## src/rtl/fetch_unit.sv

```systemverilog
// fetch_unit: instruction fetch stage feeding decode.
// Owns the fetch PC, issues in-order reads to instruction memory, buffers
// returned {pc, word} pairs in a small prefetch FIFO and hands them to decode
// over valid/ready. A taken branch redirects fetch, flushes the FIFO and
// arranges for in-flight responses to be dropped.
// Optional feature: define FETCH_BYPASS_EN to forward a returning word
// straight to decode when the FIFO is empty (saves one cycle of latency).
module fetch_unit #(
  parameter int unsigned          ADDR_W   = 11,
  parameter int unsigned          DATA_W   = 32,
  parameter int unsigned          DEPTH    = 4,
  parameter logic [ADDR_W-1:0]    RESET_PC = '0
) (
  input  logic              clk,
  input  logic              reset,
  input  logic              branch_valid,
  input  logic [ADDR_W-1:0] branch_address,
  output logic              imem_rd,
  output logic [ADDR_W-1:0] imem_radrs,
  input  logic [DATA_W-1:0] imem_rdata,
  input  logic              imem_rvalid,
  output logic [DATA_W-1:0] instr_out,
  output logic [ADDR_W-1:0] instr_pc,
  output logic              instr_valid,
  input  logic              instr_ready
);

  localparam int unsigned PTR_W = (DEPTH > 1) ? $clog2(DEPTH) : 1;
  // In-flight reads are bounded by memory latency (one issue per cycle), so a
  // few bits of headroom over the FIFO pointer are plenty.
  localparam int unsigned CNT_W = PTR_W + 4;

  logic [ADDR_W-1:0] fetch_pc_q, fetch_pc_d;
  logic [ADDR_W-1:0] rsp_pc_q, rsp_pc_d;
  logic [CNT_W-1:0]  outstanding_q, outstanding_d;
  logic [CNT_W-1:0]  discard_q, discard_d;
  logic [PTR_W:0]    count_q, count_d;
  logic [PTR_W-1:0]  rd_ptr_q, rd_ptr_d;
  logic [PTR_W-1:0]  wr_ptr_q, wr_ptr_d;

  logic [DATA_W-1:0] data_mem [DEPTH];
  logic [ADDR_W-1:0] pc_mem   [DEPTH];

  logic              rsp_accept;
  logic              rsp_keep;
  logic              fifo_empty;
  logic              bypass;
  logic              push;
  logic              pop;
  logic              issue;
  logic [CNT_W:0]    in_use;

  // Response qualification, credit check and FIFO handshake decode.
  always_comb begin
    // A response with nothing outstanding is spurious and ignored entirely.
    rsp_accept = imem_rvalid && (outstanding_q != '0);
    rsp_keep   = rsp_accept && (discard_q == '0);
    fifo_empty = (count_q == '0);
    // Slots already claimed: buffered words plus live (non-discarded) reads.
    in_use     = (CNT_W+1)'(count_q) + (CNT_W+1)'(outstanding_q) - (CNT_W+1)'(discard_q);
    issue      = !reset && !branch_valid && (in_use < (CNT_W+1)'(DEPTH));
`ifdef FETCH_BYPASS_EN
    bypass     = fifo_empty && rsp_keep && !branch_valid;
`else
    bypass     = 1'b0;
`endif
    pop        = !fifo_empty && instr_ready;
    // A bypassed word that decode takes immediately never enters the FIFO.
    push       = rsp_keep && !branch_valid && !(bypass && instr_ready);
  end

  // Outputs to memory and decode.
  always_comb begin
    imem_rd     = issue;
    imem_radrs  = fetch_pc_q;
    instr_valid = !fifo_empty || bypass;
    instr_out   = '0;
    instr_pc    = '0;
    if (bypass) begin
      instr_out = imem_rdata;
      instr_pc  = rsp_pc_q;
    end else if (!fifo_empty) begin
      instr_out = data_mem[rd_ptr_q];
      instr_pc  = pc_mem[rd_ptr_q];
    end
  end

  // Next-state for PCs, counters and FIFO pointers; branch overrides all.
  always_comb begin
    fetch_pc_d    = fetch_pc_q;
    rsp_pc_d      = rsp_pc_q;
    outstanding_d = outstanding_q + CNT_W'(issue) - CNT_W'(rsp_accept);
    discard_d     = discard_q;
    count_d       = count_q + (PTR_W+1)'(push) - (PTR_W+1)'(pop);
    rd_ptr_d      = pop  ? rd_ptr_q + PTR_W'(1) : rd_ptr_q;
    wr_ptr_d      = push ? wr_ptr_q + PTR_W'(1) : wr_ptr_q;

    if (issue) begin
      fetch_pc_d = fetch_pc_q + ADDR_W'(1);
    end
    if (rsp_keep) begin
      rsp_pc_d = rsp_pc_q + ADDR_W'(1);
    end
    if (rsp_accept && (discard_q != '0)) begin
      discard_d = discard_q - CNT_W'(1);
    end

    if (branch_valid) begin
      fetch_pc_d = branch_address;
      rsp_pc_d   = branch_address;
      // Every read still in flight is stale; one returning now is dropped here.
      discard_d  = outstanding_q - CNT_W'(rsp_accept);
      count_d    = '0;
      rd_ptr_d   = '0;
      wr_ptr_d   = '0;
    end
  end

  // State registers with asynchronous reset.
  always_ff @(posedge clk or posedge reset) begin
    if (reset) begin
      fetch_pc_q    <= RESET_PC;
      rsp_pc_q      <= RESET_PC;
      outstanding_q <= '0;
      discard_q     <= '0;
      count_q       <= '0;
      rd_ptr_q      <= '0;
      wr_ptr_q      <= '0;
    end else begin
      fetch_pc_q    <= fetch_pc_d;
      rsp_pc_q      <= rsp_pc_d;
      outstanding_q <= outstanding_d;
      discard_q     <= discard_d;
      count_q       <= count_d;
      rd_ptr_q      <= rd_ptr_d;
      wr_ptr_q      <= wr_ptr_d;
    end
  end

  // FIFO storage; contents are only observed while count is non-zero.
  always_ff @(posedge clk) begin
    if (push) begin
      data_mem[wr_ptr_q] <= imem_rdata;
      pc_mem[wr_ptr_q]   <= rsp_pc_q;
    end
  end

endmodule

```

## config.mk

```make
export PLATFORM = sky130hd
export DESIGN_NAME = fetch_unit
export DESIGN_NICKNAME = d
export VERILOG_FILES = /design/src/rtl/fetch_unit.sv
export SDC_FILE = /design/constraint.sdc
export NUM_CORES = 1
export LEC_CHECK = 0
export ABC_CLOCK_PERIOD_IN_PS = 4700
export BUFFER_PORTS_ARGS = -buffer_cell sky130_fd_sc_hd__buf_4
export CORE_MARGIN = 10
export CORE_UTILIZATION = 58
export DETAILED_ROUTE_END_ITERATION = 6
export MAX_ROUTING_LAYER = met4
export PLACE_DENSITY = 0.79
export SLEW_MARGIN = 20
export SYNTH_ARGS = -nofsm -noshare
export SYNTH_HDL_FRONTEND = slang
export SYNTH_SLANG_ARGS = --single-unit
```

## constraint.sdc

```tcl
create_clock -name clk -period 4.7 [get_ports clk]
set_input_delay 0.235 -clock clk [delete_from_list [all_inputs] [get_ports clk]]
set_output_delay 0.235 -clock clk [all_outputs]
set_load 0.02 [all_outputs]
```

**After elaboration in Yosys (flattened, before gate mapping)**

Memory sizes are Yosys's and may differ from the RTL's.
Cells that the tools add are included.

- RAM bits: 172
- Memories: 2
- Register bits: 41
- Input port bits: 48
- Logic and storage cells: 56
- Output and inout bits: 56

- Multiplexer cells: 15
- Add/sub/neg operators: 12
- Magnitude comparators: 1
- Reductions and logical operators: 19

Memories:

| memory | words | bits a word | rd ports | clocked after memory_dff | write ports | line | text |
|---|---|---|---|---|---|---|---|
| data_mem | 4 | 32 | 1 | 0 | 1 | 41 | `logic [DATA_W-1:0] data_mem [DEPTH];` |
| pc_mem | 4 | 11 | 1 | 0 | 1 | 42 | `logic [ADDR_W-1:0] pc_mem [DEPTH];` |

Operators by type and width:

| cell | count |
|---|---|
| $mux W11 | 5 |
| $mux W32 | 1 |
| $add A11 B1 Y11 const B | 2 |
| $mux W6 | 2 |
| $reduce_bool A6 Y1 | 2 |
| $sub A6 B1 Y6 | 2 |
| $reduce_bool A2 Y1 | 5 |
| $mux W2 | 4 |
| $add A3 B6 Y7 | 1 |
| $logic_and A1 B1 Y1 | 7 |
| $lt A7 B3 Y1 const B | 1 |
| $sub A7 B6 Y7 | 1 |
| $add A6 B1 Y6 | 1 |
| $logic_not A6 Y1 | 1 |
| $sub A6 B1 Y6 const B | 1 |
| $add A2 B1 Y2 const B | 2 |
| $add A3 B1 Y3 | 1 |
| $logic_not A1 Y1 | 3 |
| $logic_not A3 Y1 | 1 |
| $mux W3 | 1 |
| $sub A3 B1 Y3 | 1 |
| $mux W1 | 2 |

**Depth between registers and ports, before layout**

- Depth after elaboration: 7
- Depth in mapped cells: 18
- Depth with buffers taken out: 16

**Least setup slack after synthesis**

Ideal clock, no wire load.

- Path kind: reg2reg
- Start point: register outstanding_q[2]
- End point: register outstanding_q[4]
- Setup slack: 0.796 ns
- Data arrival time: 3.776 ns
- Data required time: 4.572 ns
- Stages on the path, launching flop included: 18
- Setup time: 0.128 ns
- Clock period less this slack: 3.904 ns
- Path buffers: 2
- Cell sequence: dfrtp_1 inv_1 fa_1 inv_1 ha_1 nand4b_1 a221oi_1 a31oi_1 or4b_4 buf_6 inv_2 buf_2 ha_1 inv_1 fa_1 o21bai_1 a21oi_1 xor2_1

- Cells in the longest elaborated chain, start to end: 6
- Elaborated cells on any way between the ends: 8
- Those cells by class: add/sub (4); order compare (1); reduce/logical (3)

RTL lines:

| item | line | text |
|---|---|---|
| start, declared | 35 | `logic [CNT_W-1:0] outstanding_q, outstanding_d;` |
| start signal, assigned | 132 | `outstanding_q <= outstanding_d;` |
| $add A3 B6 Y7 | 60 | `in_use = (CNT_W+1)'(count_q) + (CNT_W+1)'(outstanding_q) - (CNT_W+1)'(discard_q);` |
| $sub A7 B6 Y7 | 60 |  |
| $lt A7 B3 Y1 | 61 | `issue = !reset && !branch_valid && (in_use < (CNT_W+1)'(DEPTH));` |
| $logic_and A1 B1 Y1 | 61 |  |
| via imem_rd | 18 | `output logic imem_rd,` |
| $add A6 B1 Y6 | 92 | `outstanding_d = outstanding_q + CNT_W'(issue) - CNT_W'(rsp_accept);` |
| $sub A6 B1 Y6 | 92 |  |
| via outstanding_d[4] | 35 |  |

The timed path passes the listed nets, and every way through them passes these cells.
A chain may end at the register's enable or synchronous reset.

**Worst setup path in the final report**

- Start point: register outstanding_q[2]
- End point: register outstanding_q[4]

- Cells in the longest elaborated chain, start to end: 6
- Elaborated cells on any way between the ends: 8
- Those cells by class: add/sub (4); order compare (1); reduce/logical (3)

RTL lines:

| item | line |
|---|---|
| $add A3 B6 Y7 | 60 |
| $sub A7 B6 Y7 | 60 |
| $lt A7 B3 Y1 | 61 |
| $logic_and A1 B1 Y1 | 61 |
| $add A6 B1 Y6 | 92 |
| $sub A6 B1 Y6 (*) | 92 |
| via outstanding_d[4] | 35 |

Mark *: on every way through the listed nets, which the timed path passes. The rest lies on a longest branch.

==> key figures <==
Hold path
  • Hold EP: imem_radrs[1]
  • Hold Path Depth: 3
  • Worst min-delay path class: in -> reg
  • HP Start: branch_address[1]

Synthesis
  • Synthesized net count: about 670
  • EDFF count, synth: about 170
  • FF+latch count, synth: approximately 210
  • Sequential fraction of the synthesis area: 0.6639
  • Synth top area share: 0.5539
  • Synth Area in XOR/XNOR: 0.02818
  • Avg Cell Area, Syn: around 16 um^2
  • Mapped Area: 0.009325 mm^2
  • Main combinational cell family by area after synthesis: multiplexers
  • Post-synth ARST share: 0.1925
  • Post-synthesis adder-cell area fraction: 0.04750
  • Synth Area in Compound Gates: 0.03904
  • Post-synth top area cell: edfxtp_1
  • Yosys warns: 0
  • Post-Synth Simple-Gate Area: 0.08252
  • Mux cell area share after synthesis: 0.1116
  • Ys flop type: edfxtp_1
  • Top cells by area, synth: edfxtp_1, dfrtp_1, mux4_2
  • Cell variety after synth: between 50 and 60
  • Synth Instances: slightly below 600

Cells and area
  • Area delta synth->final: 23.60%
  • Share of layout cells above drive strength 1: 0.2750
  • Diode count: 0
  • Most frequent cells in the layout: edfxtp_1, buf_4, and2_1, mux4_2
  • Nets: a little over 800
  • Fill cells: approximately 970
  • Most common cell after layout, fill and taps aside: edfxtp_1

Worst setup path
  • Critical R2R Launch: outstanding_q[2]
  • RR Endpoint: outstanding_q[4]
  • Crit path cell chain: inv_1 > fa_1 > inv_1 > ha_1 > nand4b_1 > a221oi_1 > a31oi_1 > or4b_4 > inv_2 > ha_1 > inv_1 > fa_1 > o21bai_1 > a21oi_1 > xor2_1
  • Crit end category: flip-flop
  • Worst EP required: 5.06 ns
  • CP dominant cell by count: inv_1
  • CP Launch Type: flip-flop
  • Critical path class: reg -> reg
  • Slowest cell on crit path: or4b_4
  • Worst reg-to-reg path cell count: 15
  • CP max FO: 13
  • R2R setup slack: around 0.62 ns
  • CP peak stage delay: around 0.63 ns
  • Worst Path Arrival: approximately 4.4 ns

Timing
  • Final setup viols: 0
  • Unrepaired setup endpoints after global routing: no
  • Worst-Margin Slew: 1.104 ns
  • Max Fclk: around 250 MHz
  • Final setup TNS: 0 ns
  • Slew HR: 0.2641
  • Tmin final: ~4.1 ns
  • Final Max Slew Viols: 0
  • Clk_skew: approximately 0.0086 ns
  • Period utilization: 0.8681
  • Fin. Hold Viols: 0

Floorplan
  • Num ports: about 100
  • Die Wd: 146.8 um
  • CORE AREA: about 0.016 mm^2
  • Initial Util: 0.5892
  • Area of the die: between 0.02 and 0.025 mm^2
  • Row count: 46
  • Die H: about 150 um

Pwr
  • P_leak: around 4.3 nW
  • Peak supply drop: between 0.0005 and 0.0006 V
  • Power Density: between 500 and 600 mW/mm^2
  • Power, Total: 0.006821 W

Global routing
  • Initial antenna violation count: 0
  • Tot GR Track Use: 0.1929
  • First-pass GRT wire length: 32290 um
  • Largest net degree at the start of global routing: 46
  • Gr ovfl total: 0
  • Vias in the first global route: ~5900

Routing
  • Routed Antenna Nets: 0
  • DRC: 0
  • Post-DR wirelength/cell: 21.10 um
  • Final Routed Wirelength: around 20000 um
  • Initial drt markers: 417
  • Via count: between 5000 and 6000
  • Initial DRT Pass Iterations: 5
  • Vias per cell: 5.676

CTS
  • Clock Sink Count: 213
  • Post-CTS setup repair buffer count: 0
  • Cts hold-fix bufs: 34
  • Clock Latency Late Sink: between 0.4 and 0.5 ns
  • CTS tree: yes
  • CTS root buf: clkbuf_16
  • Max Buffers Root-to-Sink: 3
  • Post-cts sizing count: 0
  • Clk slew on worst S/H paths: 0.06 ns
  • TritonCTS Buffers: 23
  • H-tree depth: 1

Placed design
  • DPL Wire Length: 12520 um
  • Port Buffers: roughly 100
  • Global placement routability congestion: roughly 0.87

Outcome
  • Status: finished clean

Flow run
  • Max_cap viols: 0
## final cells by class
cell class,instances,area (um^2),area share
clock buffer,27,590.6,0.05124
sequential,213,6193,0.5373
multi-input combinational,306,2885,0.2503
timing repair buffer,148,1196,0.1038
inverter,41,153.9,0.01335
clock inverter,14,236.5,0.02052
tap,216,270.3,0.02345
## power by group
group	switching (W)	internal, W	leakage [nW]
sequential	0.000184	0.00215	2.02
clock	0.000711	0.00124	0.398
combinational	0.00135	0.00118	1.89
total	0.00225	0.00457	4.31
## worst max-delay path: cells and delay by family, from the launching register on
family	cells	cell delay (ns)
compound gates	4	0.64
buf+inv	4	0.44
fa+ha+maj	4	1.51
flops	1	0.38
simple gates	2	0.85
xor+xnor	1	0.14
## layer usage
metal	global-route usage	part of all wire	up-vias	wire, um
met2	0.3157	0.49	216	10070
met3	0.03317	0.065	35	1329
met1	0.2392	0.42	2731	8455
met4	0.06807	0.025	0	514
li1	-	-	2495	-
met5	-	0	-	0
## cells by family (layout without fill, tap and decap cells)
group / Yosys count / after routing
compound gates: 56 / 56
xor+xnor: 30 / 30
fa+ha+maj: 33 / 33
buf+inv: 65 / 230
flops: 213 / 213
mux: 50 / 50
simple gates: 137 / 137
## state kept, by name (all words and copies together), names as in the netlist
register / flops
wr_ptr_q: 2
rd_ptr_q: 2
discard_q: 6
rsp_pc_q: 11
count_q: 3
pc_mem: 44
data_mem: 128
imem_radrs: 11
outstanding_q: 6
## per-stage QoR
stage	hold WS (ns)	util	area, um^2	setup slack (ns)	std cells
6_report	0.01283	0.7282	11530	0.6198	965
5_1_grt	0.003338	0.7282	11530	0.3076	965
4_1_cts	0.002974	0.7282	11530	0.6305	965
3_5_place_dp	0.4282	0.6545	10360	0.6410	890
3_3_place_gp	0.4139	0.6545	10360	0.8020	890
2_1_floorplan	0.3339	-	9325	0.7959	584
## worst max path at each step
stage	startpoint	endpoint	slack, ns	depth (start not counted)
after floorplan	outstanding_q[2]	outstanding_q[4]	0.80	17
after global placement	outstanding_q[2]	outstanding_q[4]	0.80	15
after detailed placement	outstanding_q[2]	outstanding_q[4]	0.64	15
after CTS	outstanding_q[2]	outstanding_q[4]	0.63	15
after global routing	outstanding_q[1]	outstanding_q[4]	0.31	15
final	outstanding_q[2]	outstanding_q[4]	0.62	15
## cell usage after synthesis (8+ instances only)
cell type	count
a21oi_1	19
and2_1	47
and3_1	10
clkbuf_1	16
dfrtp_1	41
edfxtp_1	172
ha_1	29
inv_1	39
mux4_2	43
nand2_1	20
nand4_1	8
nor2_1	22
xnor2_1	18
xor2_1	12
Power figures use the tool's default switching activity.
